$ cat config.mk
export PLATFORM = sky130hd
export DESIGN_NAME = instr_field_decoder
export DESIGN_NICKNAME = d
export VERILOG_FILES = /design/src/rtl/instr_field_decoder.sv
export SDC_FILE = /design/constraint.sdc
export NUM_CORES = 1
export LEC_CHECK = 0
export BUFFER_PORTS_ARGS = -buffer_cell sky130_fd_sc_hd__buf_2
export CAP_MARGIN = 10
export CORE_ASPECT_RATIO = 0.75
export CORE_MARGIN = 5
export CORE_UTILIZATION = 54
export CTS_CLUSTER_SIZE = 20
export DETAILED_ROUTE_END_ITERATION = 6
export PLACE_DENSITY = 0.83
export SYNTH_ARGS = -nofsm -noshare
export SYNTH_HDL_FRONTEND = slang
export SYNTH_SLANG_ARGS = --single-unit
$ cat constraint.sdc
create_clock -name clk -period 3.6 [get_ports clk]
set_input_delay 0.18 -clock clk [delete_from_list [all_inputs] [get_ports clk]]
set_output_delay 0.18 -clock clk [all_outputs]
set_load 0.03 [all_outputs]
$ cat src/rtl/instr_field_decoder.sv
// Registered flag/register/opcode field extractor behind a 2-entry skid buffer.
// The main register drives the outputs; the skid register absorbs one word when the consumer stalls.
module instr_field_decoder #(
    parameter int unsigned INSTR_W  = 16,
    parameter int unsigned FLAG_BIT = 2,
    parameter int unsigned REG_LSB  = 0,
    parameter int unsigned REG_W    = 4,
    parameter int unsigned OPC_LSB  = 12,
    parameter int unsigned OPC_W    = 4,
    parameter int unsigned CNT_W    = 8
) (
    input  logic               clk,
    input  logic               rst_n,
    input  logic               in_valid,
    output logic               in_ready,
    input  logic [INSTR_W-1:0] in_instr,
    output logic               out_valid,
    input  logic               out_ready,
    output logic               out_flag,
    output logic [REG_W-1:0]   out_reg,
    output logic [OPC_W-1:0]   out_opcode,
    output logic               out_reg_z,
    output logic [CNT_W-1:0]   out_count
);

    if (FLAG_BIT >= INSTR_W) begin : gen_bad_flag
        $error("FLAG_BIT must lie inside the instruction word");
    end
    if (REG_LSB + REG_W > INSTR_W) begin : gen_bad_reg
        $error("register-index field exceeds the instruction word");
    end
    if (OPC_LSB + OPC_W > INSTR_W) begin : gen_bad_opc
        $error("opcode field exceeds the instruction word");
    end

    typedef enum logic [1:0] {StEmpty, StOne, StTwo} state_e;

    // Packed field layout: {opcode, reg, reg_z, flag}
    localparam int unsigned FieldW = OPC_W + REG_W + 2;

    state_e              state_q, state_d;
    logic [FieldW-1:0]   main_q, main_d;
    logic [FieldW-1:0]   skid_q, skid_d;
    logic [CNT_W-1:0]    count_q, count_d;
    logic                in_ready_q, in_ready_d;
    logic [FieldW-1:0]   in_fields;
    logic                accept, deliver;

    assign in_fields = {in_instr[OPC_LSB +: OPC_W],
                        in_instr[REG_LSB +: REG_W],
                        (in_instr[REG_LSB +: REG_W] == '0),
                        in_instr[FLAG_BIT]};

    assign accept  = in_valid & in_ready_q;
    assign deliver = (state_q != StEmpty) & out_ready;

    always_comb begin
        state_d = state_q;
        main_d  = main_q;
        skid_d  = skid_q;
        count_d = count_q;
        if (deliver) begin
            count_d = count_q + CNT_W'(1);
        end
        unique case (state_q)
            StEmpty: begin
                if (accept) begin
                    main_d  = in_fields;
                    state_d = StOne;
                end
            end
            StOne: begin
                if (accept && deliver) begin
                    main_d = in_fields;
                end else if (accept) begin
                    skid_d  = in_fields;
                    state_d = StTwo;
                end else if (deliver) begin
                    state_d = StEmpty;
                end
            end
            StTwo: begin
                if (deliver) begin
                    main_d  = skid_q;
                    state_d = StOne;
                end
            end
            default: state_d = StEmpty;
        endcase
        // Registered from the next state so out_ready never reaches in_ready combinationally
        in_ready_d = (state_d != StTwo);
    end

    always_ff @(posedge clk or negedge rst_n) begin
        if (!rst_n) begin
            state_q    <= StEmpty;
            main_q     <= '0;
            skid_q     <= '0;
            count_q    <= '0;
            in_ready_q <= 1'b0;
        end else begin
            state_q    <= state_d;
            main_q     <= main_d;
            skid_q     <= skid_d;
            count_q    <= count_d;
            in_ready_q <= in_ready_d;
        end
    end

    assign in_ready   = in_ready_q;
    assign out_valid  = (state_q != StEmpty);
    assign out_flag   = main_q[0];
    assign out_reg_z  = main_q[1];
    assign out_reg    = main_q[2 +: REG_W];
    assign out_opcode = main_q[2 + REG_W +: OPC_W];
    assign out_count  = count_q;

endmodule
==> metrics.txt, run 1 <==
status=finished clean; Buf/Inv on CP=0; grt met1 use=19.6%; initial core utilization=57.4%; power density cells=838 nW/µm²; setup bufs post-CTS=0; pin count of the biggest net entering global routing=30; Worst EP required=roughly 3.8 ns; total wire length=2.51 mm; Netlist Area Pre-Place=1340 µm²; Routed Antenna Nets=0; FF+latch count, synth=29; max-slew violations=0; # nets final=154; global-route wire length before repair=4.50 mm; Mean Syn Cell Area=13.5 µm²; std cell rows=15; Worst Setup End Kind=register; worst path cell trace=nor2b_1, mux2_2, mux2_2; Worst path slowest cell=nor2b_1; crit start category=register; Synth Net Count=120; chip width=between 60 and 70 µm; crit path time final=2.05 ns; Yosys warning count=0; gr ovfl total=0; RSZ-0062 raised after global routing=no; CORE AREA=~2300 µm²; Worst IR Drop VDD=slightly above 400 µV; vias per cell=5.21; CTS tree=built; Lkg Pwr=around 0.74 nW; WS Path Type=reg2reg; register area share after synthesis=54.3%; final hold viol count=0; CTS buffer count=5; DRT iter0 DRCs=17; CTS root buf=clkbuf_4; slowest stage delay, CP=0.68 ns; critical path peak fanout=11; I/O pin count=40; grt peak-use layer=met2; Netlist cell types=29; post-DP HPWL=1.86 mm; wire per inst=14.9 µm; port buffer count=31; GP Congestion=0.766; vias in the first global route=about 970; Pre-Repair DR Iteration Count=3; grt met3 use=5.73%; Fmax=489 MHz; cell family with most CP delay=simple AND/OR/NAND/NOR gates; Area Growth Syn to Fin=16.9%; arrival time worst endpoint=about 2.3 ns; Die ar.=between 3000 and 4000 µm²; Die Ht=approximately 53 µm; Post-Syn Instances=99; vias=876; Util after Layout=67.2%; number of diodes=0; final setup fails=0; most frequent cell on the critical path=mux2_2; Clock Skew=0.00572 ns; max-cap viol count=0; Slew @ Worst Pin=around 0.77 ns; clk buf depth=2; period utilization=56.9%; HP Class=in2reg; Fin Setup TNS=0 ns; met2 Use GR=30.2%; clock latency on the worst-skew pair=0.31 ns; initial antenna violation count=0; GRT Total Usage=17.4%; clock sink total=29; Slew headroom=48.5%; number of remaining DRC errors=0; Filler cells=around 190; share of layout cells above drive strength 1=50.0%; CTS H-tree lvls=2; clock-pin slew on the worst setup and hold paths=approximately 0.090 ns
## cell usage after synthesis (all sizes together)
library cell   n  area [µm²]
mux2i          1        10.0
nand2          7        26.3
nand4          1        6.26
nor2           3        11.3
dfrtp         29         726
nor3           2        10.0
nand3          1        5.00
xor2           5        43.8
o31ai          1        21.3
inv            1        3.75
o22ai          1        6.26
o21a           1        7.51
ha             1        12.5
nand4b         1        8.76
or2            1        6.26
nand2b         1        6.26
nor2b          2        20.0
clkbuf         1        5.00
buf            4        25.0
a21o           1        8.76
mux2          28         315
xnor2          2        17.5
o211ai         1        7.51
nor3b          1        12.5
nand3b         1        7.51
nor4           1        6.26
## power by group
| group | switching (mW) | internal, mW |
|---|---|---|
| Combinational | 0.335 | 0.230 |
| Sequential | 0.106 | 0.462 |
| Clock | 0.0999 | 0.0777 |
| Total | 0.541 | 0.769 |
## final timing paths
path                               from      endpoint  slack [ns]  depth (start not counted)
setup / recovery             state_q[1]     main_q[4]        1.55                          3
hold / removal             in_instr[14]     skid_q[8]         0.1                          2
setup reg to reg             state_q[1]     main_q[4]        1.55                          3
hold reg to reg            out_count[7]  out_count[7]        0.46                          1
max in group asynchronous         rst_n  out_count[3]        2.77                          2
min in group asynchronous         rst_n  out_count[0]        0.41                          2
## metrics by stage
step | power [mW] | setup slack [ns] | area (µm²) | hold WS [ns] | std cells
detailed placement | 1.15 | 1.58 | 1500 | 0.237 | 159
CTS | 1.33 | 1.56 | 1560 | 0.0869 | 168
global route | 1.40 | 1.42 | 1560 | 0.0776 | 168
finish | 1.31 | 1.55 | 1560 | 0.0984 | 168
floorplan | 0.983 | 1.96 | 1340 | -0.116 | 99
global placement | 1.11 | 1.64 | 1500 | 0.231 | 159
## layout by cell type, fill, tap and decap left out
master         Yosys  final
a21o_2             1      1
buf_2              2     31
clkbuf_1           0      3
clkbuf_4           0      5
dfrtp_1           29     29
dlygate4sd3_1      0      1
ha_1               1      1
inv_1              1      1
mux2_1             2      2
mux2_2            26     26
mux2i_1            1      1
nand2_1            7      7
nand2b_1           1      1
nand3_1            1      1
nand3b_1           1      1
nand4_1            1      1
nand4b_1           1      1
nor2_1             3      3
nor2b_1            1      1
nor2b_4            1      1
nor3_1             2      2
nor3b_2            1      1
nor4_1             1      1
o211ai_1           1      1
o21a_1             1      1
o22ai_1            1      1
o31ai_4            1      1
or2_2              1      1
xnor2_1            2      2
xor2_1             5      5
## registers in the layout, summed over array words and instances, names as in the netlist
register	flops
main_q	9
skid_q	9
out_count	8
state_q	2
in_ready	1
## layout make-up
cell class,count,area (µm²),area share (%)
clock buffer,8,48.8,3.12
inverter,1,3.75,0.240
multi-input combinational,64,577,36.9
sequential,29,726,46.4
tap,34,42.5,2.72
timing repair buffer,32,165,10.6
## routing by layer
metal | up-vias | routed length, µm
met5 | - | 0
met2 | 17 | 1310
met4 | 0 | 24
met1 | 433 | 1060
met3 | 4 | 119
li1 | 422 | -
## cell families (layout without fill, tap and decap cells)
| group | Yosys count | count (layout) | share of synthesized area, % |
|---|---|---|---|
| AO/OA/AOI/OAI | 5 | 5 | 3.84 |
| buffers and inverters | 6 | 41 | 2.53 |
| multiplexers | 29 | 29 | 24.3 |
| AND/OR/NAND/NOR | 22 | 22 | 9.46 |
| adder cells (fa/ha/maj) | 1 | 1 | 0.936 |
| XOR/XNOR | 7 | 7 | 4.59 |
| flip-flops | 29 | 29 | 54.3 |
## timing repair
| action | 4_1_cts | 5_1_grt |
|---|---|---|
| hold buffers | 1 | 0 |
| resized for setup | 0 | 0 |
| endpoints found under the hold margin | 29 | 0 |
No activity file was read; power rests on OpenSTA's default activity.
==> inputs of run 2 (changes only) <==
CORE_UTILIZATION = 50   (was 54)
PLACE_DENSITY = 0.78   (was 0.83)
clock period = 1.9 ns   (was 3.6 ns; I/O delays follow)
==> run 2 against run 1 <==
  * Clock power grew 130%
  * Cell count increased by 5.4%
  * Power is 97% higher
  * Combinational power grew 95%
  * Sequential cell count did not move
  * Clock skew up 0.0023 ns
  * Sequential share of layout area decreased by 2.4 points
  * Fmax rose by 22%
  * Via count shrank 0.57%
  * Critical path type unchanged
==> metrics.txt, run 2 (synthesized netlist as in run 1, its figures left out) <==
CTS root buf=clkbuf_4; slowest stage delay, CP=0.58 ns; crit start category=register; clock sink total=29; vias in the first global route=926; most frequent cell on the critical path=mux2_2; pin count of the biggest net entering global routing=30; combinational share of power=42.5%; r2r endpoint=main_q[6]; I/O pin count=40; Clock Skew=0.00801 ns; Filler cells=207; Slew headroom=57.6%; switch share=40.0%; Worst IR Drop VDD=a little over 800 µV; Worst EP required=2.12 ns; CP startpoint=state_q[1]; wire per inst=13.4 µm; commonest non-fill, non-tap cells in the layout=31 x buf_2, 29 x dfrtp_1, 26 x mux2_2; # nets final=161; max-cap viol count=0; Psw=1.03 mW; RSZ-0062 raised after global routing=no; Worst path depth=4; final hold viol count=0; initial antenna violation count=0; power share of the sequential group=roughly two fifths; final setup margin=0.224 ns; worst path cell trace=nor2b_1, buf_4, mux2_2, mux2_2; clock-pin slew on the worst setup and hold paths=0.09 ns; number of remaining DRC errors=0; clk buf depth=2; Reg2Reg Setup Slack=around 0.22 ns; post-DP HPWL=1.81 mm; final setup fails=0; initial core utilization=51.7%; dpl cells=165; total wire length=2.38 mm; R2R depth=4; Fin Setup TNS=0 ns; power density cells=1570 nW/µm²; CTS tree=built; Buf/Inv on CP=1; Area Growth Syn to Fin=23.2%; critical path peak fanout=11; number of diodes=0; clock network fraction of total power=roughly 16%; HP Class=in2reg; Die Ht=54.8 µm; Die ar.=3820 µm²; hold path start=in_instr[15]; DRT iter0 DRCs=14; Final Instance Count excl. Fillers=approximately 180; Worst path slowest cell=dfrtp_1; vias=871; clock latency on the worst-skew pair=0.32 ns; Pint=1.55 mW; std cell rows=16; share of layout cells above drive strength 1=52.5%; Fmax=~600 MHz; Worst Setup EP=main_q[6]; Util after Layout=63.8%; pre-CTS setup slack=0.240 ns; period utilization=88.2%; Pre-Repair DR Iteration Count=2; Slew @ Worst Pin=~0.64 ns; CORE AREA=2580 µm²; Hold WS=~0.013 ns; status=finished clean; GRT Total Usage=14.4%; GP Congestion=0.731; CTS H-tree lvls=2; arrival time worst endpoint=1.89 ns; WS Path Type=reg2reg; Routed Antenna Nets=0; setup bufs post-CTS=0; gr ovfl total=0; port buffer count=31; vias per cell=4.92; Worst Setup End Kind=register; Lkg Pwr=0.789 nW; CTS buffer count=5; max-slew violations=0; global-route wire length before repair=4.10 mm; most common cell after layout, fill and taps aside=buf_2; RR Startpoint=state_q[1]; chip width=approximately 70 µm; crit path time final=1.68 ns; cell family with most CP delay=multiplexers
[run 2: how the worst min path moves through the flow]
stage | end | cells after the start | slack, ns
2_1_floorplan | in_ready | 0 | -0.20
3_3_place_gp | state_q[1] | 1 | 0.15
3_5_place_dp | out_count[1] | 1 | 0.15
4_1_cts | skid_q[9] | 2 | 0.002
5_1_grt | skid_q[9] | 2 | 0.003
6_report | skid_q[9] | 2 | 0.01
[run 2: worst reg2reg max path, delay by kind of cell (launching register included)]
family	cells	cell delay, ns
buf+inv	1	0.18
simple gates	1	0.18
mux	2	0.62
flops	1	0.58
[run 2: timing repair]
item                      CTS  global route
hold endpoints to repair   32             0
hold buffers                4             0
resized for setup           0             0
[run 2: stage by stage]
step | power [mW] | cell area, µm²
2_1_floorplan | 1.86 | 1340
3_3_place_gp | 2.13 | 1540
3_5_place_dp | 2.19 | 1540
4_1_cts | 2.62 | 1650
5_1_grt | 2.74 | 1650
6_report | 2.58 | 1650
[run 2: layout make-up]
class                           count  area (µm²)  area share (%)
Multi-Input combinational cell     64         577            35.0
Sequential cell                    29         726            44.1
Clock inverter                      1        5.00           0.304
Tap cell                           36        45.0            2.74
Inverter                            1        3.75           0.228
Timing Repair Buffer               39         225            13.7
Clock buffer                        7        65.1            3.95
[run 2: per-layer routing]
layer  global-route usage (%)  up-vias  wire length, µm
met2                     22.8       19             1110
met4                     10.2        0               59
li1                         -      429                -
met3                     5.50        8              117
met1                     16.7      415             1090
met5                        0        -                0
[run 2: power groups by stage]
stage | logic, mW | clock network [mW] | registers (mW)
after detailed placement | 1.11 | 0 | 1.08
after global routing | 1.18 | 0.460 | 1.11
after global placement | 1.08 | 0 | 1.06
final | 1.10 | 0.418 | 1.07
after CTS | 1.11 | 0.436 | 1.07
after floorplan | 0.516 | 0 | 1.35
==> inputs of run 3 (changes only) <==
clock period = 1.7 ns   (was 1.9 ns; I/O delays follow)
==> run 3 against run 2 <==
  * Sequential cell count unchanged
  * First-iteration DRC count increased to 2.7 times the previous value
  * Global-route usage increased by 0.15 points
  * Core utilization decreased by 0.58 points
  * Worst hold slack improved by 0.017 ns
  * Power increased by 8.3%
  * Sequential power increased by 9%
  * Combinational power increased by 11%
  * Sequential share of layout area increased by 0.41 points
  * Cell area decreased by 0.91%
  * Clock-buffer cell count unchanged
  * Critical path type unchanged
  * Largest cell class unchanged
  * Largest power group unchanged
==> metrics.txt, run 3 (synthesized netlist as in run 1, its figures left out) <==
final setup fails=0; Fin Setup TNS=0 ns; Pint=1.69 mW; Fmax=640 MHz; most common cell after layout, fill and taps aside=buf_2; vias in the first global route=910; Die Ht=54.8 µm; DRT iter0 DRCs=38; max-cap viol count=0; Slew @ Worst Pin=0.625 ns; RSZ-0062 raised after global routing=no; initial antenna violation count=0; clock network fraction of total power=between 10 and 15%; clock latency on the worst-skew pair=between 0.3 and 0.4 ns; # nets final=~160; power density cells=1720 nW/µm²; pin count of the biggest net entering global routing=30; port buffer count=31; power share of the sequential group=41.9%; WS Path Type=reg2reg; number of remaining DRC errors=0; GRT Total Usage=14.6%; GP Congestion=0.742; Lkg Pwr=0.779 nW; vias=862; Routed Antenna Nets=0; clock sink total=29; arrival time worst endpoint=roughly 1.8 ns; Worst EP required=1.90 ns; Psw=1.11 mW; period utilization=91.9%; global-route wire length before repair=4.19 mm; share of layout cells above drive strength 1=51.4%; max-slew violations=0; CTS buffer count=5; commonest non-fill, non-tap cells in the layout=31 x buf_2, 29 x dfrtp_1, 26 x mux2_2; crit start category=register; setup bufs post-CTS=0; clock-pin slew on the worst setup and hold paths=0.08 ns; number of diodes=0; final hold viol count=0; Reg2Reg Setup Slack=~0.14 ns; CTS H-tree lvls=2; crit path time final=1.56 ns; post-DP HPWL=1.68 mm; I/O pin count=40; vias per cell=4.90; chip width=69.7 µm; CTS tree=built; CTS root buf=clkbuf_4; clk buf depth=2; Placed Instance Area=between 1500 and 2000 µm²; combinational share of power=43.7%; post-route cell area=1630 µm²; initial core utilization=about half; CORE AREA=2580 µm²; Die ar.=approximately 3800 µm²; Filler cells=222; Pre-Repair DR Iteration Count=4; std cell rows=16; wire per inst=approximately 13 µm; Worst IR Drop VDD=972 µV; critical path peak fanout=8; gr ovfl total=0; # resized after CTS=0; HP Class=in2reg; Slew headroom=58.3%; Worst Setup End Kind=register; status=finished clean; Clock Skew=about 0.0045 ns; switch share=39.8%; Area Growth Syn to Fin=22.1%; total wire length=about 2.3 mm
==> run 3: final timing paths <==
check                              from      endpoint  depth (start not counted)
max                          state_q[1]     main_q[2]                          4
min                        in_instr[15]     skid_q[9]                          2
max reg2reg                  state_q[1]     main_q[2]                          4
min reg2reg                out_count[7]  out_count[7]                          1
max in group asynchronous         rst_n    state_q[0]                          2
min in group asynchronous         rst_n  out_count[0]                          2
==> run 3: what timing repair did <==
item,4_1_cts,5_1_grt
hold buffers,4,0
endpoints found under the hold margin,32,0
setup endpoints to repair,0,0
==> run 3: metal layers <==
| metal | GRT usage [%] | up-vias | wire (µm) |
|---|---|---|---|
| met4 | 7.64 | 0 | 9 |
| li1 | - | 432 | - |
| met1 | 18.6 | 412 | 1110 |
| met3 | 5.50 | 2 | 111 |
| met5 | 0 | - | 0 |
| met2 | 22.0 | 16 | 1040 |
==> run 3: final cells by class <==
class	count	area [µm²]	area share, %
clock buffer	7	55.1	3.37
inverter	1	3.75	0.230
multi-input combinational	64	577	35.4
sequential	29	726	44.5
tap	36	45.0	2.76
timing repair buffer	39	225	13.8
==> run 3: power by group through the flow <==
| stage | logic (mW) | clock network [mW] | registers [mW] |
|---|---|---|---|
| after global placement | 1.21 | 0 | 1.17 |
| after detailed placement | 1.23 | 0 | 1.19 |
| after CTS | 1.24 | 0.421 | 1.18 |
| after floorplan | 0.577 | 0 | 1.51 |
| after global routing | 1.32 | 0.454 | 1.24 |
| final | 1.22 | 0.403 | 1.17 |
==> run 3: through the flow <==
step	hold slack, ns	util (%)	power (mW)	instances	worst slack (ns)
finish	0.0297	63.2	2.80	176	0.137
global placement	0.139	59.5	2.38	165	0.181
floorplan	-0.211	-	2.08	99	0.0582
CTS	0.00959	63.2	2.84	176	0.136
detailed placement	0.145	59.5	2.42	165	0.143
global route	0.00773	63.2	3.01	176	0.0364
==> run 3: worst max-delay path: stages (launching register included) <==
cell and delay, ns:
dfrtp_1 0.48, nor2b_1 0.16, buf_4 0.18, mux2_2 0.36, mux2_2 0.26
